`config.mk`:
```
export PLATFORM = sky130hd
export DESIGN_NAME = mem_sched
export DESIGN_NICKNAME = d
export VERILOG_FILES = /design/src/rtl/mem_sched.sv
export SDC_FILE = /design/constraint.sdc
export NUM_CORES = 1
export LEC_CHECK = 0
export ABC_AREA = 1
export CAP_MARGIN = 40
export CELL_PAD_IN_SITES_DETAIL_PLACEMENT = 0
export CELL_PAD_IN_SITES_GLOBAL_PLACEMENT = 1
export CORE_UTILIZATION = 36
export DETAILED_ROUTE_END_ITERATION = 8
export PLACE_DENSITY = 0.91
export SLEW_MARGIN = 10
export SYNTH_ARGS = -nofsm -noshare
export SYNTH_HDL_FRONTEND = slang
export SYNTH_SLANG_ARGS = --single-unit
```
`constraint.sdc`:
```
create_clock -name clk_in -period 4.19 [get_ports clk_in]
set_input_delay 0.838 -clock clk_in [delete_from_list [all_inputs] [get_ports clk_in]]
set_output_delay 0.838 -clock clk_in [all_outputs]
set_load 0.05 [all_outputs]
```
`src/rtl/mem_sched.sv`:
```
// Request scheduler: two 1-entry client buffers (icache, LSB), round-robin grant,
// single outstanding transaction at the byte-serial memory controller, fetch flush.
module mem_sched #(
  parameter int unsigned ADDR_W = 32,
  parameter int unsigned DATA_W = 32
) (
  input  logic              clk_in,
  input  logic              rst_in,
  input  logic              rdy_in,
  input  logic              ic_req,
  input  logic [ADDR_W-1:0] ic_addr,
  output logic              ic_ack,
  output logic              ic_done,
  input  logic              ic_flush,
  input  logic              ls_req,
  input  logic              ls_wr,
  input  logic [2:0]        ls_width,
  input  logic [ADDR_W-1:0] ls_addr,
  input  logic [DATA_W-1:0] ls_wdata,
  output logic              ls_ack,
  output logic              ls_done,
  output logic [DATA_W-1:0] rdata,
  output logic              mc_req,
  output logic              mc_wr,
  output logic [2:0]        mc_width,
  output logic [ADDR_W-1:0] mc_addr,
  output logic [DATA_W-1:0] mc_wdata,
  input  logic              mc_accept,
  input  logic              mc_done,
  input  logic [DATA_W-1:0] mc_rdata
);

  typedef enum logic [1:0] {S_IDLE, S_ISSUE, S_BUSY} state_e;

  state_e              state_q, state_d;
  logic                own_ic_q, own_ic_d;
  logic                last_ic_q, last_ic_d;
  logic                drop_q, drop_d;
  logic                ic_vld_q, ic_vld_d;
  logic [ADDR_W-1:0]   ic_baddr_q, ic_baddr_d;
  logic                ls_vld_q, ls_vld_d;
  logic                ls_bwr_q, ls_bwr_d;
  logic [2:0]          ls_bwidth_q, ls_bwidth_d;
  logic [ADDR_W-1:0]   ls_baddr_q, ls_baddr_d;
  logic [DATA_W-1:0]   ls_bwdata_q, ls_bwdata_d;
  logic                ic_ack_q, ic_ack_d;
  logic                ls_ack_q, ls_ack_d;
  logic                ic_done_q, ic_done_d;
  logic                ls_done_q, ls_done_d;
  logic [DATA_W-1:0]   rdata_q, rdata_d;
  logic                mc_req_q, mc_req_d;
  logic                mc_wr_q, mc_wr_d;
  logic [2:0]          mc_width_q, mc_width_d;
  logic [ADDR_W-1:0]   mc_addr_q, mc_addr_d;
  logic [DATA_W-1:0]   mc_wdata_q, mc_wdata_d;

  logic free_ic, free_ls, ic_elig, grant_ic;

  always_comb begin
    state_d     = state_q;
    own_ic_d    = own_ic_q;
    last_ic_d   = last_ic_q;
    drop_d      = drop_q;
    ic_vld_d    = ic_vld_q;
    ic_baddr_d  = ic_baddr_q;
    ls_vld_d    = ls_vld_q;
    ls_bwr_d    = ls_bwr_q;
    ls_bwidth_d = ls_bwidth_q;
    ls_baddr_d  = ls_baddr_q;
    ls_bwdata_d = ls_bwdata_q;
    ic_ack_d    = 1'b0;
    ls_ack_d    = 1'b0;
    ic_done_d   = 1'b0;
    ls_done_d   = 1'b0;
    rdata_d     = rdata_q;
    mc_req_d    = mc_req_q;
    mc_wr_d     = mc_wr_q;
    mc_width_d  = mc_width_q;
    mc_addr_d   = mc_addr_q;
    mc_wdata_d  = mc_wdata_q;
    free_ic     = 1'b0;
    free_ls     = 1'b0;
    // A fetch being flushed this cycle must not be granted.
    ic_elig     = ic_vld_q && !ic_flush;
    grant_ic    = ic_elig && (!ls_vld_q || !last_ic_q);

    case (state_q)
      S_IDLE: begin
        if (ic_elig || ls_vld_q) begin
          mc_req_d  = 1'b1;
          own_ic_d  = grant_ic;
          last_ic_d = grant_ic;
          state_d   = S_ISSUE;
          if (grant_ic) begin
            mc_wr_d    = 1'b0;
            mc_width_d = 3'd4;
            mc_addr_d  = ic_baddr_q;
          end else begin
            mc_wr_d    = ls_bwr_q;
            mc_width_d = ls_bwidth_q;
            mc_addr_d  = ls_baddr_q;
            mc_wdata_d = ls_bwdata_q;
          end
        end
      end
      S_ISSUE: begin
        if (own_ic_q && ic_flush) begin
          mc_req_d = 1'b0;
          if (mc_accept) begin
            drop_d  = 1'b1;
            state_d = S_BUSY;
          end else begin
            state_d = S_IDLE;
          end
        end else if (mc_accept) begin
          mc_req_d = 1'b0;
          free_ic  = own_ic_q;
          free_ls  = !own_ic_q;
          state_d  = S_BUSY;
        end
      end
      S_BUSY: begin
        if (own_ic_q && ic_flush) drop_d = 1'b1;
        if (mc_done) begin
          rdata_d = mc_rdata;
          if (own_ic_q) ic_done_d = !(drop_q || ic_flush);
          else          ls_done_d = 1'b1;
          drop_d  = 1'b0;
          state_d = S_IDLE;
        end
      end
      default: state_d = S_IDLE;
    endcase

    if (ic_flush) begin
      ic_vld_d = 1'b0;
    end else begin
      if (free_ic) ic_vld_d = 1'b0;
      if ((!ic_vld_q || free_ic) && ic_req) begin
        ic_vld_d   = 1'b1;
        ic_baddr_d = ic_addr;
        ic_ack_d   = 1'b1;
      end
    end

    if (free_ls) ls_vld_d = 1'b0;
    if ((!ls_vld_q || free_ls) && ls_req) begin
      ls_vld_d    = 1'b1;
      ls_bwr_d    = ls_wr;
      ls_bwidth_d = ls_width;
      ls_baddr_d  = ls_addr;
      ls_bwdata_d = ls_wdata;
      ls_ack_d    = 1'b1;
    end
  end

  always_ff @(posedge clk_in) begin
    if (rst_in) begin
      state_q     <= S_IDLE;
      own_ic_q    <= 1'b0;
      last_ic_q   <= 1'b1;
      drop_q      <= 1'b0;
      ic_vld_q    <= 1'b0;
      ic_baddr_q  <= '0;
      ls_vld_q    <= 1'b0;
      ls_bwr_q    <= 1'b0;
      ls_bwidth_q <= '0;
      ls_baddr_q  <= '0;
      ls_bwdata_q <= '0;
      ic_ack_q    <= 1'b0;
      ls_ack_q    <= 1'b0;
      ic_done_q   <= 1'b0;
      ls_done_q   <= 1'b0;
      rdata_q     <= '0;
      mc_req_q    <= 1'b0;
      mc_wr_q     <= 1'b0;
      mc_width_q  <= '0;
      mc_addr_q   <= '0;
      mc_wdata_q  <= '0;
    end else if (rdy_in) begin
      state_q     <= state_d;
      own_ic_q    <= own_ic_d;
      last_ic_q   <= last_ic_d;
      drop_q      <= drop_d;
      ic_vld_q    <= ic_vld_d;
      ic_baddr_q  <= ic_baddr_d;
      ls_vld_q    <= ls_vld_d;
      ls_bwr_q    <= ls_bwr_d;
      ls_bwidth_q <= ls_bwidth_d;
      ls_baddr_q  <= ls_baddr_d;
      ls_bwdata_q <= ls_bwdata_d;
      ic_ack_q    <= ic_ack_d;
      ls_ack_q    <= ls_ack_d;
      ic_done_q   <= ic_done_d;
      ls_done_q   <= ls_done_d;
      rdata_q     <= rdata_d;
      mc_req_q    <= mc_req_d;
      mc_wr_q     <= mc_wr_d;
      mc_width_q  <= mc_width_d;
      mc_addr_q   <= mc_addr_d;
      mc_wdata_q  <= mc_wdata_d;
    end
  end

  assign ic_ack   = ic_ack_q;
  assign ls_ack   = ls_ack_q;
  assign ic_done  = ic_done_q;
  assign ls_done  = ls_done_q;
  assign rdata    = rdata_q;
  assign mc_req   = mc_req_q;
  assign mc_wr    = mc_wr_q;
  assign mc_width = mc_width_q;
  assign mc_addr  = mc_addr_q;
  assign mc_wdata = mc_wdata_q;

endmodule
```
* After elaboration in Yosys (flattened, before gate mapping)
Index checks and enable logic that the tools add are counted.
Storage, ports and cells: bits in registers 212, input bits 140, output and inout port bits 105, logic and storage cells 100
Cells by class: equality and inequality tests 8, multiplexer cells 38, bitwise operators 2, reduce and logical (&&, ||, !) cells 31
Operators by type and width (number):
- 2-to-1 mux 32 bit | 1
- 2-to-1 mux 1 bit | 28
- AND reduction 4 bit | 3
- 2-to-1 mux 2 bit | 5
- AND reduction 3 bit | 3
- != test 2 bit, second input constant | 4
- logical NOT 1 bit | 6
- != test 3 bit, second input constant | 2
- case mux 2 bit (3 select lines) | 1
- AND reduction 2 bit | 3
- nonzero test 2 bit | 3
- logical AND 1 bit | 5
- logical OR 1 bit | 5
- AND reduction 5 bit | 1
- case mux 1 bit (2 select lines) | 2
- 2-to-1 mux 3 bit | 1
- nonzero test 3 bit | 1
- == test 2 x 1 -> 1 bit, second input constant | 1
- == test 2 bit, second input constant | 1
- logical NOT 2 bit | 1
- inverter 1 bit | 2

* Longest topological paths before layout
Gate-level depths: netlist (run 1).
depth after elaboration 8, gate-level depth with buffers 9, depth with buffers taken out 8

* Worst setup path after synthesis (run 1)
No wires, ideal clock.
path type input port to flip-flop, start input port ls_req, end register ls_bwdata_q[10], setup time 0.110 ns, data arrival time 1.787 ns, required time 4.080 ns, path slack 2.293 ns, stages 6, buffers on the path 3, cells stage by stage clkbuf_1 > clkbuf_1 > clkbuf_1 > nand4_1 > nand2_1 > nor2_1
Between the ends: word-level cells in the longest chain between the ends 2
RTL lines:
- from (decl) | RTL line 15 | input logic ls_req,
- logical AND 1 bit | RTL line 147 | if ((!ls_vld_q || free_ls) && ls_req) begin
- AND reduction 2 bit (no source line)
- to (signal assigned) | RTL line 191 | ls_bwdata_q <= ls_bwdata_d;
- to (decl) | RTL line 45 | logic [DATA_W-1:0] ls_bwdata_q, ls_bwdata_d;
Every way passes these cells. A chain may end at the register's enable or synchronous reset.

* Final worst setup path (run 1)
start input port ic_flush, end register mc_addr_q[4] (netlist: mc_addr[4])
Between the ends: word-level cells in the longest chain between the ends 4, elaborated cells between the ends (all ways) 6, those cells by class 1 x mux; 5 x reduce/logical
RTL lines:
- from (decl) | RTL line 14 | input logic ic_flush,
- logical NOT 1 bit * | RTL line 84 | ic_elig = ic_vld_q && !ic_flush;
- logical AND 1 bit * | RTL line 84
- logical OR 1 bit or logical AND 1 bit (tied branches) | RTL line 89, 85
- AND reduction 3 bit (no source line) or 2-to-1 mux 32 bit (tied branches)
- to (signal assigned) | RTL line 200 | mc_addr_q <= mc_addr_d;
- to (decl) | RTL line 54 | logic [ADDR_W-1:0] mc_addr_q, mc_addr_d;
Mark *: on every way between the ends. The rest lies on a longest branch, timed or not.

==> results of run 1 <==
==> per-stage QoR <==
stage               area, sq um  setup slack (ps)  std cells  utilization  hold WS [ps]
floorplan                  9480              2290       1456            -           429
global placement          12100               862       1961        0.467           439
detailed placement        12100               868       1962        0.468           445
CTS                       12900              1380       2005        0.499           457
global route              12900              1190       2005        0.499           478
finish                    12900              1400       2005        0.499           456
==> power by group <==
part / leakage (nW) / internal (mW) / total, mW / switching [mW]
sequential: 1.73 / 2.11 / 2.15 / 0.0450
combinational: 4.03 / 0.283 / 0.694 / 0.411
clock: 0.396 / 1.28 / 2.14 / 0.860
total: 6.16 / 3.67 / 4.99 / 1.32
==> worst max-delay path, delay by kind of cell <==
family	cells	cell delay (ps)
buf+inv	4	1680
simple gates	4	570
compound gates	1	130
==> layer usage <==
| metal | share of wire | track usage | wire (um) | up-vias |
|---|---|---|---|---|
| li1 | - | - | - | 4760 |
| met1 | 0.45 | 0.270 | 12300 | 4115 |
| met2 | 0.45 | 0.337 | 12200 | 284 |
| met3 | 0.079 | 0.0419 | 2150 | 42 |
| met4 | 0.017 | 0.0480 | 459 | 2 |
| met5 | 0.00048 | 0 | 13 | - |
==> sequential cells by signal, summed over array words and instances (netlist names), 2 cells and up <==
name and count:
mc_width 3, ls_bwdata_q 32, ls_bwidth_q 3, mc_wdata 32, rdata 32, state_q 2, ic_baddr_q 32, mc_addr 32
ls_baddr_q 32
==> cells in the mapped netlist <==
cell	n	area, sq um
nand2_1	334	1250
inv_1	315	1180
nor2_1	235	882
dfxtp_1	212	4240
nand4_1	102	638
o21ai_0	99	495
a21oi_1	48	240
clkbuf_1	48	180
buf_2	29	145
buf_1	13	48.8
nand3_1	6	30.0
buf_4	2	15.0
inv_2	2	7.51
nand3_2	2	20.0
o21bai_4	2	37.5
a31oi_1	1	6.26
clkbuf_2	1	5.00
clkinv_1	1	3.75
nor2_2	1	6.26
nor2_4	1	11.3
nor3_4	1	16.3
or2_2	1	6.26
==> kinds of logic after synthesis <==
family	share of synthesized area
compound gates	0.0823
simple gates	0.302
flops	0.448
buf+inv	0.168
==> area by class of cell <==
class                      count  area (sq um)
timing repair buffer         264          2590
multi-input combinational    833          3670
sequential                   212          4240
clock buffer                  31           688
clock inverter                12           125
tap                          335           419
fill                        2551         13000
inverter                     318          1200
==> cells in the final DEF, fill, tap and decap left out <==
cell type / count
a21oi_1: 48
a31oi_1: 1
buf_12: 1
buf_2: 3
buf_4: 19
bufinv_16: 2
clkbuf_1: 2
clkbuf_16: 25
clkbuf_8: 4
clkdlybuf4s50_1: 241
clkinv_1: 1
clkinv_2: 5
clkinv_4: 1
clkinvlp_4: 3
dfxtp_1: 212
inv_1: 314
inv_2: 2
inv_4: 1
inv_6: 1
nand2_1: 333
nand2_2: 1
nand3_1: 4
nand3_2: 3
nand3_4: 1
nand4_1: 102
nor2_1: 235
nor2_4: 2
nor3_4: 1
o21ai_0: 99
o21bai_4: 2
or2_2: 1
==> path summary, 6_finish.rpt <==
check | startpoint | depth (start not counted) | slack, ps | end
min | drop_q | 2 | 460 | drop_q
max | ic_flush | 9 | 1400 | mc_addr[4]
max reg2reg | state_q[1] | 8 | 1940 | mc_addr[4]
min reg2reg | drop_q | 2 | 460 | drop_q
==> out/results.ini, run 1 <==
[critical_path]
crit_slowest_cell = inv_1
crit_required_ps = 4610
crit_path_max_incr_delay_ps = 690
start_kind = input pin
crit_fanout = 25
crit_type = input pin to flip-flop
endpoint_kind = flip-flop
arrival_ps = 3210
crit_top_cell = nand2_1
crit_chain = clkdlybuf4s50_1 > inv_1 > nand2_1 > nand2_1 > nand2_2 > inv_1 > buf_4 > nand2_1 > a21oi_1

[route]
wl_per_cell_um = 13.6
vias_per_cell = 4.59
final_antenna_net_count = 0
route.final.wire_length_um = 27200
firstDrtPassIters = 5
drtIter0Drc = 530
drc = 0
vias = 9203

[clock_tree]
ctsResizeCount = 0
cts_max_level = 1
cts.path.max_buffers = 3
ctsHoldBuffers = 0
root_buffer = clkbuf_16
clk_pin_slew_ps = 60
cts_tree = yes
post_cts_buffers = 0
clk_latency_ps = 520
cts.sinks = 212
cts_inserted_buffers = 24

[cells_and_area]
drive_above_1_share = 0.0467
syn_to_final_growth_pct = 36.5
diodes = 0
nets = 1793

[grt]
antenna_found_initial = 1
grt_max_degree = 73
grt_pass1_wl_um = 44200
overflow = 0
first_global_vias = 8814
track_usage = 0.204

[logic_synthesis]
yosys_warnings = 0
seq_area_frac_synth = 0.448
postSynthCellCount = 1456
netlist_area_sq_um = 9480
syn_nets = 1596
yosysUniqueCellTypes = 22
ys_ff_latch = 212
avgSynthCellArea_sq_um = 6.51

[pwr]
irDropWorstVdd_mv = 0.210
p_leak_nw = 6.16
fin_total_pwr_mw = 4.99
p_per_area_nw_per_um2 = 386

[floorplanning]
fp.coreArea_sq_um = 25900
die_height_um = 164
start_util = 0.366
dieWidth_um = 164
dieArea_sq_um = 27000
rows = 59
ios = 245

[sta]
max_slew_margin = 0.461
skew_ps = 18.6
setup-tns-final_ps = 0
setup_violations = 0
drv_slew = 0
min_period_over_period = 0.666
timing_hold_violations_final = 0
fmaxAchievable_mhz = 359
fin_crit_ps = 2790
rsz0062_at_grt = no
max_slew.worst_pin.slew_ps = 809

[worst_hold_path]
hold_path_class = flip-flop to flip-flop

[placed_design]
gp_congestion = 0.777
port_buffers = 244
post-dp-hpwl_um = 17200

[status]
status = completed

[flow_run]
maxCapViolations = 0

(Power assumes the default switching activity.)
==> inputs of run 2 (changes only) <==
CORE_UTILIZATION = 31   (was 36)
PLACE_DENSITY = 0.83   (was 0.91)
clock period = 2.4 ns   (was 4.19 ns; I/O delays follow)
==> run 2 against run 1 <==
Compared with the run above: non-clock buffer count up 10; final area up 2.1%; clock power rose by 74%; via count fell by 0.27%; register-to-register slack worse by 1100 ps; clock skew rose by 0.92 ps; critical endpoint is now mc_wdata[30]; largest cell class unchanged.
==> out/results.ini, run 2 (synthesized netlist as in run 1, its figures left out) <==
[critical_path]
arrival_ps = 1740
timing.rr.start = state_q[0]
worst-path-buf-inv = 1
rrSetupSlack_ps = 840
crit_type = flip-flop to output pin
crit_required_ps = 1920
worstSetupStartpoint = mc_wdata[30]
crit_slowest_cell = clkdlybuf4s50_1
r2r-end = ls_baddr_q[11]
crit_path_max_incr_delay_ps = 890
rr_worst_depth = 6
start_kind = flip-flop
crit_chain = clkdlybuf4s50_1
endpoint_kind = output pin
crit_cells = 1
cp_top_family = buffers and inverters
crit_fanout = 2

[clock_tree]
clk_latency_ps = 530
cts.sinks = 212
cts_tree = yes
cts.path.max_buffers = 3
ctsHoldBuffers = 0
clk_pin_slew_ps = 60
cts_inserted_buffers = 25
cts_max_level = 1
ctsResizeCount = 0
post_cts_buffers = 0
root_buffer = clkbuf_16

[route]
drc = 0
route.final.wire_length_um = 28300
firstDrtPassIters = 5
wl_per_cell_um = 13.7
final_antenna_net_count = 0
vias_per_cell = 4.43
vias = 9178
drtIter0Drc = 455

[sta]
rsz0062_at_grt = no
setup-tns-final_ps = 0
fmaxAchievable_mhz = 450
setup_ws_ps = 177
max_slew.worst_pin.slew_ps = 609
max_slew_margin = 0.593
drv_slew = 0
setup_violations = 0
skew_ps = 19.5
timing_hold_violations_final = 0
fin_crit_ps = 2220
holdWs_ps = 378
min_period_over_period = 0.926

[placed_design]
postPlaceCellArea_sq_um = 12400
dpl.cell_count = 2027
post-dp-hpwl_um = 18400
place_ws_ps = 256
port_buffers = 244
gp_congestion = 0.798

[status]
status = completed

[grt]
met3_usage = 0.0481
met1_usage = 0.237
first_global_vias = 8648
track_usage = 0.178
grt_pass1_wl_um = 44900
overflow = 0
grt_util_met2 = 0.285
antenna_found_initial = 0
grt_max_degree = 73
busiest_layer = met2

[flow_run]
maxCapViolations = 0

[pwr]
fin_total_pwr_mw = 8.74
p_leak_nw = 6.26
power_frac_seq = 0.430
switchingPower_mw = 2.29
p_sw_frac = 0.262
internal_power_mw = 6.45
clkPwrFrac = 0.426
p_per_area_nw_per_um2 = 662
pwr-share-comb = 0.144
irDropWorstVdd_mv = 0.381

[cells_and_area]
drive_above_1_share = 0.0511
mostFrequentLayoutCells = 333 x nand2_1, 314 x inv_1, 241 x clkdlybuf4s50_1
fillers = 3072
final_util = 0.442
nets = 1804
design_area_sq_um = 13200
diodes = 0
syn_to_final_growth_pct = 39.4
fin_cells = 2073
layout_commonest_cell = nand2_1

[floorplanning]
die_height_um = 177
fp.coreArea_sq_um = 29900
dieWidth_um = 177
start_util = 0.317
dieArea_sq_um = 31300
rows = 63
ios = 245

[worst_hold_path]
hold_path_class = input pin to flip-flop
hp-start = rdy_in
hold_end = drop_q
hold_depth = 5

-- run 2: cell count changes in the layout (fill, tap and decap cells not counted), sizes merged --
| cell | change |
|---|---|
| clkbuf | +8 |
| clkinvlp | -2 |
| bufinv | -1 |
| buf | +10 |
| clkinv | -2 |
-- run 2: power by group through the flow --
stage	clock (mW)	sequential (mW)	combinational [mW]
after floorplan	0	3.97	0.582
after global routing	3.99	3.78	1.40
final	3.73	3.76	1.26
after CTS	3.85	3.76	1.27
after detailed placement	0	3.83	1.26
after global placement	0	3.83	1.25
-- run 2: final cells by class --
cell class / count / area (sq um) / area share
Clock inverter: 7 / 66.3 / 0.00502
Inverter: 318 / 1200 / 0.0906
Clock buffer: 39 / 748 / 0.0567
Multi-Input combinational cell: 833 / 3670 / 0.278
Sequential cell: 212 / 4240 / 0.321
Timing Repair Buffer: 274 / 2790 / 0.212
Tap cell: 390 / 488 / 0.0370
-- run 2: worst max path at each step --
stage | to | slack [ps]
final | mc_wdata[30] | 180
after global routing | mc_wdata[30] | 120
after CTS | ic_done | 150
after detailed placement | mc_addr[20] | 260
after global placement | mc_addr[20] | 280
after floorplan | ls_bwdata_q[10] | 860
-- run 2: per-layer routing --
layer  share of wire  wire (um)
met1            0.46      13000
met2            0.44      12400
met3           0.086       2440
met4           0.017        488
met5               0          0
